### src/rtl/glb_bank_sram_arbiter_if.sv
// Requester, read-return and SRAM-side signals of the bank SRAM arbiter.
// The slave modport is the arbiter; the master modport is the requesters plus the SRAM macro.
interface glb_bank_sram_arbiter_if #(
  parameter int NUM_REQ    = 3,
  parameter int ADDR_WIDTH = 14,
  parameter int DATA_WIDTH = 64
);
  logic [NUM_REQ-1:0]                  req_valid;
  logic [NUM_REQ-1:0]                  req_ready;
  logic [NUM_REQ-1:0]                  req_wr_en;
  logic [NUM_REQ*ADDR_WIDTH-1:0]       req_addr;
  logic [NUM_REQ*DATA_WIDTH-1:0]       req_wr_data;
  logic [NUM_REQ*(DATA_WIDTH/8)-1:0]   req_wr_strb;
  logic [NUM_REQ-1:0]                  rd_data_valid;
  logic [DATA_WIDTH-1:0]               rd_data;
  logic                                sram_ceb;
  logic                                sram_web;
  logic [ADDR_WIDTH-1:0]               sram_a;
  logic [DATA_WIDTH-1:0]               sram_d;
  logic [DATA_WIDTH-1:0]               sram_bweb;
  logic [DATA_WIDTH-1:0]               sram_q;
  logic [NUM_REQ*16-1:0]               grant_cnt;

  modport slave (
    input  req_valid, req_wr_en, req_addr, req_wr_data, req_wr_strb, sram_q,
    output req_ready, rd_data_valid, rd_data,
    output sram_ceb, sram_web, sram_a, sram_d, sram_bweb, grant_cnt
  );

  modport master (
    output req_valid, req_wr_en, req_addr, req_wr_data, req_wr_strb, sram_q,
    input  req_ready, rd_data_valid, rd_data,
    input  sram_ceb, sram_web, sram_a, sram_d, sram_bweb, grant_cnt
  );
endinterface

### src/rtl/glb_bank_sram_arbiter.sv
// Round-robin arbiter sharing one bank SRAM between NUM_REQ requesters, with
// read-return routing through a fixed-latency id pipeline and per-requester grant counters.
module glb_bank_sram_arbiter #(
  parameter int NUM_REQ    = 3,
  parameter int ADDR_WIDTH = 14,
  parameter int DATA_WIDTH = 64,
  parameter int RD_LATENCY = 2
) (
  input  logic                  clk,
  input  logic                  reset,
  glb_bank_sram_arbiter_if.slave bus
);
  localparam int IDW    = $clog2(NUM_REQ);
  localparam int STRB_W = DATA_WIDTH / 8;

  logic [IDW-1:0]        ptr_q, ptr_d;
  logic                  any_grant;
  logic [IDW-1:0]        win_id;
  logic [NUM_REQ-1:0]    grant;
  logic                  win_wr;
  logic [STRB_W-1:0]     win_strb;

  logic [RD_LATENCY-1:0] pipe_vld_q, pipe_vld_d;
  logic [IDW-1:0]        pipe_id_q [RD_LATENCY];
  logic [IDW-1:0]        pipe_id_d [RD_LATENCY];
  logic [15:0]           cnt_q [NUM_REQ];
  logic [15:0]           cnt_d [NUM_REQ];

  // First valid requester at or above ptr, wrapping; reset suppresses any grant.
  always_comb begin
    logic [IDW:0] cand;
    cand      = '0;
    any_grant = 1'b0;
    win_id    = '0;
    for (int o = 0; o < NUM_REQ; o++) begin
      cand = {1'b0, ptr_q} + (IDW+1)'(o);
      if (cand >= (IDW+1)'(NUM_REQ)) cand = cand - (IDW+1)'(NUM_REQ);
      if (!any_grant && bus.req_valid[cand[IDW-1:0]]) begin
        any_grant = 1'b1;
        win_id    = cand[IDW-1:0];
      end
    end
    if (reset) any_grant = 1'b0;
  end

  always_comb begin
    grant = '0;
    if (any_grant) grant[win_id] = 1'b1;
  end

  assign bus.req_ready = grant;
  assign win_wr        = bus.req_wr_en[win_id];
  assign win_strb      = bus.req_wr_strb[win_id*STRB_W +: STRB_W];

  always_comb begin
    ptr_d = ptr_q;
    if (any_grant) ptr_d = (win_id == IDW'(NUM_REQ-1)) ? '0 : win_id + IDW'(1);
  end

  always_comb begin
    bus.sram_ceb  = 1'b1;
    bus.sram_web  = 1'b1;
    bus.sram_a    = '0;
    bus.sram_d    = '0;
    bus.sram_bweb = '1;
    if (any_grant) begin
      bus.sram_ceb = 1'b0;
      bus.sram_web = ~win_wr;
      bus.sram_a   = bus.req_addr[win_id*ADDR_WIDTH +: ADDR_WIDTH];
      bus.sram_d   = bus.req_wr_data[win_id*DATA_WIDTH +: DATA_WIDTH];
      if (win_wr) begin
        for (int b = 0; b < STRB_W; b++) bus.sram_bweb[b*8 +: 8] = {8{~win_strb[b]}};
      end
    end
  end

  always_comb begin
    pipe_vld_d    = '0;
    pipe_vld_d[0] = any_grant && !win_wr;
    pipe_id_d[0]  = win_id;
    for (int i = 1; i < RD_LATENCY; i++) begin
      pipe_vld_d[i] = pipe_vld_q[i-1];
      pipe_id_d[i]  = pipe_id_q[i-1];
    end
  end

  always_comb begin
    bus.rd_data_valid = '0;
    if (!reset && pipe_vld_q[RD_LATENCY-1]) bus.rd_data_valid[pipe_id_q[RD_LATENCY-1]] = 1'b1;
  end

  assign bus.rd_data = bus.sram_q;

  always_comb begin
    bus.grant_cnt = '0;
    for (int i = 0; i < NUM_REQ; i++) begin
      cnt_d[i] = cnt_q[i];
      if (grant[i] && cnt_q[i] != 16'hFFFF) cnt_d[i] = cnt_q[i] + 16'd1;
      bus.grant_cnt[i*16 +: 16] = cnt_q[i];
    end
  end

  always_ff @(posedge clk) begin
    if (reset) begin
      ptr_q      <= '0;
      pipe_vld_q <= '0;
      for (int i = 0; i < RD_LATENCY; i++) pipe_id_q[i] <= '0;
      for (int i = 0; i < NUM_REQ; i++) cnt_q[i] <= '0;
    end else begin
      ptr_q      <= ptr_d;
      pipe_vld_q <= pipe_vld_d;
      for (int i = 0; i < RD_LATENCY; i++) pipe_id_q[i] <= pipe_id_d[i];
      for (int i = 0; i < NUM_REQ; i++) cnt_q[i] <= cnt_d[i];
    end
  end
endmodule

### src/flat_wrapper.sv
// flat-port wrapper written by rule: the top's interface ports become plain ports
module glb_bank_sram_arbiter_flat 
#(
  parameter int NUM_REQ    = 3,
  parameter int ADDR_WIDTH = 14,
  parameter int DATA_WIDTH = 64,
  parameter int RD_LATENCY = 2
)
  (clk, reset, bus_req_valid, bus_req_wr_en, bus_req_addr, bus_req_wr_data, bus_req_wr_strb, bus_sram_q, bus_req_ready, bus_rd_data_valid, bus_rd_data, bus_sram_ceb, bus_sram_web, bus_sram_a, bus_sram_d, bus_sram_bweb, bus_grant_cnt);
  glb_bank_sram_arbiter_if #(.NUM_REQ(NUM_REQ), .ADDR_WIDTH(ADDR_WIDTH), .DATA_WIDTH(DATA_WIDTH)) bus_i ();
  input  logic clk;
  input  logic reset;
  input wire logic [$bits(bus_i.req_valid)-1:0] bus_req_valid;
  input wire logic [$bits(bus_i.req_wr_en)-1:0] bus_req_wr_en;
  input wire logic [$bits(bus_i.req_addr)-1:0] bus_req_addr;
  input wire logic [$bits(bus_i.req_wr_data)-1:0] bus_req_wr_data;
  input wire logic [$bits(bus_i.req_wr_strb)-1:0] bus_req_wr_strb;
  input wire logic [$bits(bus_i.sram_q)-1:0] bus_sram_q;
  output wire logic [$bits(bus_i.req_ready)-1:0] bus_req_ready;
  output wire logic [$bits(bus_i.rd_data_valid)-1:0] bus_rd_data_valid;
  output wire logic [$bits(bus_i.rd_data)-1:0] bus_rd_data;
  output wire logic [$bits(bus_i.sram_ceb)-1:0] bus_sram_ceb;
  output wire logic [$bits(bus_i.sram_web)-1:0] bus_sram_web;
  output wire logic [$bits(bus_i.sram_a)-1:0] bus_sram_a;
  output wire logic [$bits(bus_i.sram_d)-1:0] bus_sram_d;
  output wire logic [$bits(bus_i.sram_bweb)-1:0] bus_sram_bweb;
  output wire logic [$bits(bus_i.grant_cnt)-1:0] bus_grant_cnt;
  assign bus_i.req_valid = bus_req_valid;
  assign bus_i.req_wr_en = bus_req_wr_en;
  assign bus_i.req_addr = bus_req_addr;
  assign bus_i.req_wr_data = bus_req_wr_data;
  assign bus_i.req_wr_strb = bus_req_wr_strb;
  assign bus_i.sram_q = bus_sram_q;
  assign bus_req_ready = bus_i.req_ready;
  assign bus_rd_data_valid = bus_i.rd_data_valid;
  assign bus_rd_data = bus_i.rd_data;
  assign bus_sram_ceb = bus_i.sram_ceb;
  assign bus_sram_web = bus_i.sram_web;
  assign bus_sram_a = bus_i.sram_a;
  assign bus_sram_d = bus_i.sram_d;
  assign bus_sram_bweb = bus_i.sram_bweb;
  assign bus_grant_cnt = bus_i.grant_cnt;
  glb_bank_sram_arbiter #(.NUM_REQ(NUM_REQ), .ADDR_WIDTH(ADDR_WIDTH), .DATA_WIDTH(DATA_WIDTH), .RD_LATENCY(RD_LATENCY)) u_core (.clk(clk), .reset(reset), .bus(bus_i));
endmodule
### config.mk
export PLATFORM = sky130hd
export DESIGN_NAME = glb_bank_sram_arbiter_flat
export DESIGN_NICKNAME = d
export VERILOG_FILES = /design/src/rtl/glb_bank_sram_arbiter_if.sv /design/src/rtl/glb_bank_sram_arbiter.sv /design/src/flat_wrapper.sv
export SDC_FILE = /design/constraint.sdc
export NUM_CORES = 1
export LEC_CHECK = 0
export CAP_MARGIN = 10
export CORE_AREA = 2 2 232 234
export DETAILED_ROUTE_END_ITERATION = 7
export DIE_AREA = 0 0 234 236
export PLACE_DENSITY = 0.36
export SLEW_MARGIN = 20
export SYNTH_ARGS = -nofsm -noshare
export SYNTH_HDL_FRONTEND = slang
export SYNTH_SLANG_ARGS = --single-unit
### constraint.sdc
create_clock -name clk -period 3.7 [get_ports clk]
set_input_delay 0.74 -clock clk [delete_from_list [all_inputs] [get_ports clk]]
set_output_delay 0.74 -clock clk [all_outputs]
set_load 0.02 [all_outputs]
# Word-level counts from Yosys, hierarchy flattened
# Memory sizes are Yosys's and may differ from the RTL's.
# Index checks and enable logic that the tools add are counted.
# op_classes
addsub,9
n_mul,1
magnitude_cmp,10
n_eq_ne,4
n_shift,3
muxes,42
bitwise_logic,14
reduce_logical,13
# op_table
op,n
$mux W64,3
$shiftx A192 B9 Y64,1
$mux W16,6
$add A16 B1 Y16 const B,3
$ne A16 B16 Y1 const B,3
$shiftx A42 B7 Y14,1
$shiftx A24 B6 Y8,1
$mux W2,9
$lt A2 B3 Y1 const B,5
$mux W1,15
$mux W14,1
$logic_and A1 B1 Y1,9
$not A1 Y1,9
$bmux W1 S2,4
$ge A3 B2 Y1 const B,2
$mux W3,2
$sub A2 B2 Y2 const B,3
$mul A2 B3 Y5 const B,1
$or A1 B1 Y1,5
$demux W1 S2,2
$ge A2 B1 Y1 const B,2
$logic_not A1 Y1,4
$add A2 B1 Y3 const B,1
$add A2 B2 Y3 const B,1
other kinds (3),3
# totals
regBits,4
mem_bits_rw,52
in_bits,330
output_inout_bits,262
elab_cells,100
mem_count,2
# memory_table
memory,depth,word_bits,read_ports,rd_ports_with_merged_regs,write_ports,line_no,text
u_core.cnt_q,3,16,3,0,3,glb_bank_sram_arbiter.sv:26,logic [15:0] cnt_q [NUM_REQ];
u_core.pipe_id_q,2,2,2,0,2,glb_bank_sram_arbiter.sv:24,logic [IDW-1:0] pipe_id_q [RD_LATENCY];

# Longest topological paths before layout
# Gate-level depths: netlist of the first run.
# logic_depth
depth_word,19
depth_mapped,12
depth_no_buf,9

# Worst setup path before layout of the first run
# Ideal clock, no wire load.
# synth_timing
path_kind,register -> output
start,register u_core.ptr_q[1]
end,output port bus_sram_bweb[49]
t_arrival_ns,3.031
required_time_ns,2.960
path_slack_ns,-0.071
stages_incl_launch_ff,11
n_path_buf,2
path_cell_list,dfxtp_1 inv_1 ha_1 buf_6 mux2_4 mux2i_4 mux2i_2 nand3_1 o32ai_2 o211ai_1 buf_4
# synth_via
elab_chain_len,15
word_cells_on_any_way,34
classes_between,5 x add/sub; 3 x order compare; 1 x shift; 20 x mux; 1 x bitwise; 4 x reduce/logical
# synth_rtl
item,line_no,text
start: declaration,glb_bank_sram_arbiter.sv:16,"logic [IDW-1:0] ptr_q, ptr_d;"
start signal: assignment,glb_bank_sram_arbiter.sv:110,ptr_q <= ptr_d;
"parallel branches: the longest is 14 deep, another holds $add A2 B1 Y3",--,
$mux W64 (*),glb_bank_sram_arbiter.sv:66,if (any_grant) begin
end: declaration,flat_wrapper.sv:26,output wire logic [$bits(bus_i.sram_bweb)-1:0] bus_sram_bweb;
# Every way passes the cells marked *. The select of a mux whose other input is x is not followed.

# Worst setup path in the final report of the first run
# layout_timing
start,input port bus_req_valid[0]
end,output port bus_sram_bweb[62]
# layout_via
elab_chain_len,13
word_cells_on_any_way,23
classes_between,1 x shift; 17 x mux; 1 x bitwise; 4 x reduce/logical
# layout_rtl
item,line_no,text
start: declaration,flat_wrapper.sv:13,input wire logic [$bits(bus_i.req_valid)-1:0] bus_req_valid;
$bmux W1 S2,glb_bank_sram_arbiter.sv:38,if (!any_grant && bus.req_valid[cand[IDW-1:0]]) begin
$mux W1 (implied by the code),glb_bank_sram_arbiter.sv:38,
$mux W1,glb_bank_sram_arbiter.sv:38,
$logic_not A1 Y1,glb_bank_sram_arbiter.sv:38,
$logic_and A1 B1 Y1,glb_bank_sram_arbiter.sv:38,
$mux W1,glb_bank_sram_arbiter.sv:38,
$logic_not A1 Y1,glb_bank_sram_arbiter.sv:38,
$logic_and A1 B1 Y1,glb_bank_sram_arbiter.sv:38,
$mux W2,glb_bank_sram_arbiter.sv:38,
$shiftx A24 B6 Y8 / $bmux W1 S2 (equally long branches),"glb_bank_sram_arbiter.sv:53, glb_bank_sram_arbiter.sv:52",
$not A1 Y1 / $mux W1 (equally long branches),"glb_bank_sram_arbiter.sv:72, glb_bank_sram_arbiter.sv:52",
$mux W64,glb_bank_sram_arbiter.sv:71,if (win_wr) begin
$mux W64 (*),glb_bank_sram_arbiter.sv:66,
# Mark *: on every way between the ends. The rest lies on a longest branch, timed or not. The select of a mux whose other input is x is not followed.

==> metrics, run 1 <==
Synth Net Count=1231; Detailed Route WL=46.62 mm; CP Max Fanout=3; Detailed Route Iter0 Violations=299; clk sinks=56; n_diodes=0; Starting Density=0.1140; failing checks=setup timing; CP peak stage delay=0.31 ns; CTS Hold Bufs=0; DRC violations left=0; GR Overflow Total=0; flop and latch count out of synthesis=56; relative slew slack=0.6074; post-layout min period=4.062 ns; top-count cell post-synth=nand2_1; P_leak=5.557 nW; die width=234 µm; antenna-violating nets left=0; outcome=finished with violations; Setup TNS=-17.47 ns; H-tree level count=2; Final WS setup=-0.3615 ns; IO Port Bufs=463; Commonest cells post-synth=192 x nand2_1, 120 x buf_4, 97 x nor2_1; DR vias/cell=4.110; Worst VDD drop=431.5 µV; layout cell share with drive strength beyond 1=0.3878; synth warn=0; Fmax=0.2462 GHz; Clock Path Buffers=2; period utilization=1.098; largest net degree at the start of global routing=46; ranking of synthesized cells by area=dfxtp_1 19%, buf_4 15%, nand2_1 12%, a311oi_1 11%, nor2_1 6.0%; CTS clk-pin slew, worst paths=0.09 ns; Routability Congestion=0.8835; crit path capture type=output port; Finished Layout Cells=2127; num ports=592; cell row count=85; vias in the first global route=8697; multi-input logic area=4646 µm²; Critical Path AT=3.32 ns; Setup-failing EPs final=130; area grow syn2layout=138.3%; most numerous cell on the critical path=buf_6; EDFF count, synth=0; Synth cell types=56; PwrDens=882.3 nW/µm²; CTS root buffer=clkbuf_16; first-pass GRT wire length=62.43 mm; buffer and inverter count on the worst path=10; cts bufs inserted=5; Wirelength per Cell=21.92 µm; iteration count of the initial detailed-routing pass=4; full die area=55220 µm²; worst skew pair latency=0.31 ns; delay-heaviest family, CP=buffers and inverters; core area=53070 µm²; Max-Cap Viols=0; antenna violations before repair=0; vias=8742; Die Y-Extent=236 µm; final net count=1767; Yosys top cell by area=dfxtp_1; final hold viol count=0; HPWL Detailed=34.97 mm; RSZ-0062 raised after global routing=yes; Crit path required time=2.96 ns; WS Path Type=input port to output port; prevailing post-synth register cell=dfxtp_1; placed cell count=1991; CTS tree=yes; FFs w/ async S/R, synth=0; Slew Viols, Final=0; average size of a mapped cell=6.765 µm²; Post-Synthesis Cells=894; Worst-Margin Slew=0.5889 ns; share of the synthesized area in the top cell type=0.1854; FF+latch area=1129 µm²; total track usage=0.1564; Syn Std Cell Area=6048 µm²; Fill cells=5647; Worst Clk Skew=0.008451 ns; Worst setup SP type=input port; CP Cell Sequence=clkdlybuf4s15_2, mux2_4, mux2i_4, buf_6, mux2i_4, buf_6, nand3_4, o32ai_4, buf_12, buf_12, o211ai_1, buf_4, buf_6, buf_6, buf_6, buf_6; post-synthesis sequential area ratio=0.1854; worst hold path class=register to register; Critical Path Slowest Stage Cell=o32ai_4
state kept, by name, summed over array words and instances, names as in the netlist:
| register | cells |
|---|---|
| u_core.cnt_q | 48 |
| u_core.pipe_id_q | 4 |
| u_core.pipe_vld_q | 2 |
| u_core.ptr_q | 2 |
worst paths after layout:
| kind | from | end | slack [ns] | cells past startpoint |
|---|---|---|---|---|
| max | bus_req_valid[0] | bus_sram_bweb[62] | -0.36 | 16 |
| min | u_core.pipe_id_q[0][0]$_SDFF_PP0_ | u_core.pipe_id_q[0][2]$_SDFF_PP0_ | 0.45 | 1 |
| max reg2reg | u_core.ptr_q[1]$_SDFFE_PP0P_ | u_core.cnt_q[0][26]$_SDFFE_PP0P_ | 0.69 | 15 |
| min reg2reg | u_core.pipe_id_q[0][0]$_SDFF_PP0_ | u_core.pipe_id_q[0][2]$_SDFF_PP0_ | 0.45 | 1 |
cell families (layout without fill, tap and decap cells):
family	after synthesis	after routing	synth area share
fa+ha+maj	7	7	0.01448
compound gates	192	193	0.2489
flops	56	56	0.1854
simple gates	423	423	0.3184
mux	13	13	0.02710
buf+inv	203	739	0.2058
layout make-up:
type	count	share of cell area
timing repair buffer	719	0.5248
multi-input combinational	636	0.3223
sequential	56	0.07831
tap	696	0.06042
clock buffer	5	0.008681
inverter	12	0.003646
clock inverter	3	0.001823
worst register-to-register path, delay by kind of cell (launching register included):
kind	cells	cell delay (ns)
mux	2	0.46
simple gates	2	0.47
flops	1	0.38
fa+ha+maj	1	0.16
compound gates	2	0.36
buf+inv	8	1.09
layout by cell type, fill, tap and decap left out, types with 8 or more instances in the layout:
master and n:
o211ai_1 10, a311oi_4 18, nor2_1 83, buf_12 30, nand3_1 36, o311ai_0 8
a311oi_2 54, clkbuf_16 9, inv_1 8, o21ai_0 10, buf_16 13, or4_1 27
buf_6 152, clkdlybuf4s50_1 312, buf_8 16, buf_4 181, and3_1 10, dfxtp_1 54
nand4_1 14, nand2_2 14, o31ai_1 23, a21oi_1 32, nand2_1 174
stage by stage:
| stage | setup WS, ns | area [µm²] | power (W) | util | hold slack, ns |
|---|---|---|---|---|---|
| floorplan | 0.01998 | 6060 | 0.004682 | - | 0.4138 |
| global route | -0.4469 | 14410 | 0.01340 | 0.2716 | 0.4578 |
| CTS | -0.3950 | 13160 | 0.01128 | 0.2479 | 0.4539 |
| finish | -0.3615 | 14410 | 0.01272 | 0.2716 | 0.4489 |
| global placement | -0.8654 | 11530 | 0.008559 | 0.2172 | 0.4259 |
| detailed placement | -0.8603 | 11530 | 0.008523 | 0.2172 | 0.4291 |
power breakdown:
part / internal [W] / leakage (nW) / switching (W)
logic: 0.00579 / 5.03 / 0.00568
registers: 0.000657 / 0.454 / 0.0000483
clock network: 0.000260 / 0.0748 / 0.000279
total: 0.00670 / 5.56 / 0.00601
what timing repair did:
action,4_1_cts,5_1_grt
setup buffers,80,53
cloned,12,4
setup endpoints to repair,145,142
resized for setup,828,275
pin swaps,27,34
per-layer routing:
| layer | part of all wire | routed length (µm) | track usage |
|---|---|---|---|
| met1 | 0.38 | 17570 | 0.1707 |
| met2 | 0.50 | 23200 | 0.2760 |
| met3 | 0.078 | 3630 | 0.04896 |
| met4 | 0.048 | 2221 | 0.06578 |
| met5 | 0 | 0 | 0.002679 |
Note: power is estimated with default switching activity, not from simulation.
==> inputs of run 2 (changes only) <==
Settings changed: GPL_ROUTABILITY_DRIVEN from default to 0, SKIP_LAST_GASP from default to 1.
==> metrics, run 2 (synthesis results as in run 1) <==
outcome=finished with violations; failing checks=setup timing; RSZ-0062 raised after global routing=yes; layout cell share with drive strength beyond 1=0.3186 (-0.06919); cell row count=85 (unchanged); Die Y-Extent=236 µm (unchanged); Setup-failing EPs final=64 (-51%); Design Area, Final=12860 µm² (-11%); Detailed Route Iter0 Violations=326 (+9.0%); vias in the first global route=8447 (-2.9%); cts bufs inserted=5 (unchanged); commonest non-fill, non-tap cell in the layout=clkdlybuf4s50_1; DRC violations left=0 (unchanged); Crit path required time=2.96 ns (about the same); Worst Clk Skew=0.01207 ns (+0.003619 ns); Wirelength per Cell=21.78 µm (-0.64%); WS Path Type=input port to output port; hold path start=u_core.pipe_id_q[0][0]$_SDFF_PP0_; vias=8415 (-3.7%); full die area=55220 µm² (unchanged); worst skew pair latency=0.31 ns (about the same); Fmax=0.2637 GHz (+7.1%); CP peak stage delay=0.32 ns (about the same); largest net degree at the start of global routing=43 (-6.5%); Hold Path End=u_core.pipe_id_q[0][2]$_SDFF_PP0_; RR Startpoint=u_core.ptr_q[1]$_SDFFE_PP0P_; HPWL Detailed=35.15 mm (+0.52%); Cells on Worst Hold Path=1 (unchanged); final hold viol count=0 (unchanged); CTS root buffer=clkbuf_16; worst hold path class=register to register; DP Area=11560 µm² (+0.26%); Worst setup SP type=input port; antenna violations before repair=2 (+2); CTS clk-pin slew, worst paths=0.08 ns (about the same); commonest non-fill, non-tap cells in the layout=312 x clkdlybuf4s50_1, 180 x nand2_1, 149 x buf_4; die width=234 µm (unchanged); post-layout min period=3.792 ns (-0.2695 ns); Worst-Margin Slew=0.5581 ns (-0.03079 ns); delay-heaviest family, CP=buffers and inverters; Max-Cap Viols=0 (unchanged); Starting Density=0.1140 (unchanged); Worst VDD drop=396.6 µV (-8.1%); core area=53070 µm² (unchanged); reg2reg end=u_core.cnt_q[0][7]$_SDFFE_PP0P_; area grow syn2layout=112.7%; M1 WL=16.72 mm (-4.8%); DR WL met3=3.242 mm (-11%); iteration count of the initial detailed-routing pass=4 (unchanged); CTS tree=yes; Final WS setup=-0.09202 ns (+0.2695 ns); Critical Path Slowest Stage Cell=mux2_4; Detailed Route WL=44.87 mm (-3.8%); P_leak=5.012 nW (-9.8%); Clock Path Buffers=2 (unchanged); Slew Viols, Final=0 (unchanged); post-layout util=0.2424 (-0.02916); DR vias/cell=4.085 (-0.61%); PwrDens=825.7 nW/µm² (-6.4%); clk sinks=56 (unchanged); first-pass GRT wire length=60.78 mm (-2.6%); Largest register FFs=48 (unchanged); worst reg-to-reg path cell count=13 (-2); Max Used Layer=met4; antenna-violating nets left=0 (unchanged); final net count=1698 (-3.9%); Largest regs=u_core.cnt_q x48, u_core.pipe_id_q x4; num ports=592 (unchanged); reg2reg setup slack=0.71 ns (+0.02 ns); CP Max Fanout=8 (+5); most numerous cell on the critical path=buf_6; IO Port Bufs=463 (unchanged); most flop-heavy register=u_core.cnt_q; Fill cells=5828 (+3.2%); crit path capture type=output port; met2 wire len=23.44 mm (+1.1%); relative slew slack=0.6279 (+0.02052); Critical Path AT=3.05 ns (-0.27 ns); GR Overflow Total=0 (unchanged); period utilization=1.025 (-0.07284); total track usage=0.1530 (-0.003412); H-tree level count=2 (unchanged); CP Cell Sequence=clkdlybuf4s15_2, mux2_4, mux2i_4, buf_12, buf_6, mux2_4, buf_6, mux2i_4, o32ai_4, buf_6, o211ai_1, buf_4, buf_6; buffer and inverter count on the worst path=7 (-3)
-- run 2: what timing repair did --
| action | CTS | global route |
|---|---|---|
| cloned | 6 | 3 |
| endpoints found under the setup margin | 145 | 144 |
| resized for setup | 730 | 147 |
| hold buffers | 0 | 0 |
| pin swaps | 19 | 28 |
| setup buffers | 40 | 13 |
| endpoints found under the hold margin | 0 | 0 |
-- run 2: worst max path at each step --
stage / cells past startpoint / end / start
finish: 13 / bus_sram_bweb[39] / bus_req_valid[1]
detailed placement: 10 / bus_sram_a[11] / bus_req_valid[1]
global route: 14 / bus_sram_bweb[33] / u_core.ptr_q[1]$_SDFFE_PP0P_
CTS: 14 / bus_sram_bweb[39] / u_core.ptr_q[1]$_SDFFE_PP0P_
global placement: 9 / bus_sram_a[11] / bus_req_valid[2]
floorplan: 12 / bus_sram_bweb[10] / u_core.ptr_q[1]$_SDFFE_PP0P_
-- run 2: routing by layer --
| metal | up-vias | GRT usage |
|---|---|---|
| met4 | 0 | 0.04718 |
| met3 | 34 | 0.04340 |
| met2 | 347 | 0.2840 |
| met5 | - | 0 |
| met1 | 3948 | 0.1650 |
| li1 | 4086 | - |
-- run 2: per-stage QoR --
step	std cells	TNS (ns)	power, W	setup WS, ns	hold WS (ns)
after global placement	1995	-99.38	0.008568	-0.9349	0.4260
after detailed placement	1995	-95.70	0.008533	-0.8696	0.4290
after floorplan	894	0	0.004682	0.01998	0.4138
after global routing	2060	-11.49	0.01128	-0.1971	0.4661
final	2060	-4.429	0.01062	-0.09202	0.4452
after CTS	2046	-7.759	0.01021	-0.1234	0.4501
-- run 2: power breakdown --
part | total [W] | switching (W) | internal (W)
Combinational | 0.00940 | 0.00497 | 0.00442
Sequential | 0.000709 | 0.0000519 | 0.000657
Clock | 0.000518 | 0.000263 | 0.000255
Total | 0.0106 | 0.00529 | 0.00534
-- run 2: layout make-up --
type / instances / area (µm²) / area share
Tap cell: 696 / 870.8 / 0.06769
Clock buffer: 5 / 125.1 / 0.009726
Multi-Input combinational cell: 635 / 4193 / 0.3259
Antenna cell: 2 / 5.005 / 0.0003890
Clock inverter: 3 / 22.52 / 0.001751
Inverter: 12 / 52.55 / 0.004085
Timing Repair Buffer: 651 / 6467 / 0.5027
Sequential cell: 56 / 1129 / 0.08773
==> inputs of run 3 (changes only) <==
Settings changed: CTS_CLUSTER_SIZE from default to 30.
==> results of run 3 <==
No change in the layout: final DEF, timing and power equal those of run 2.
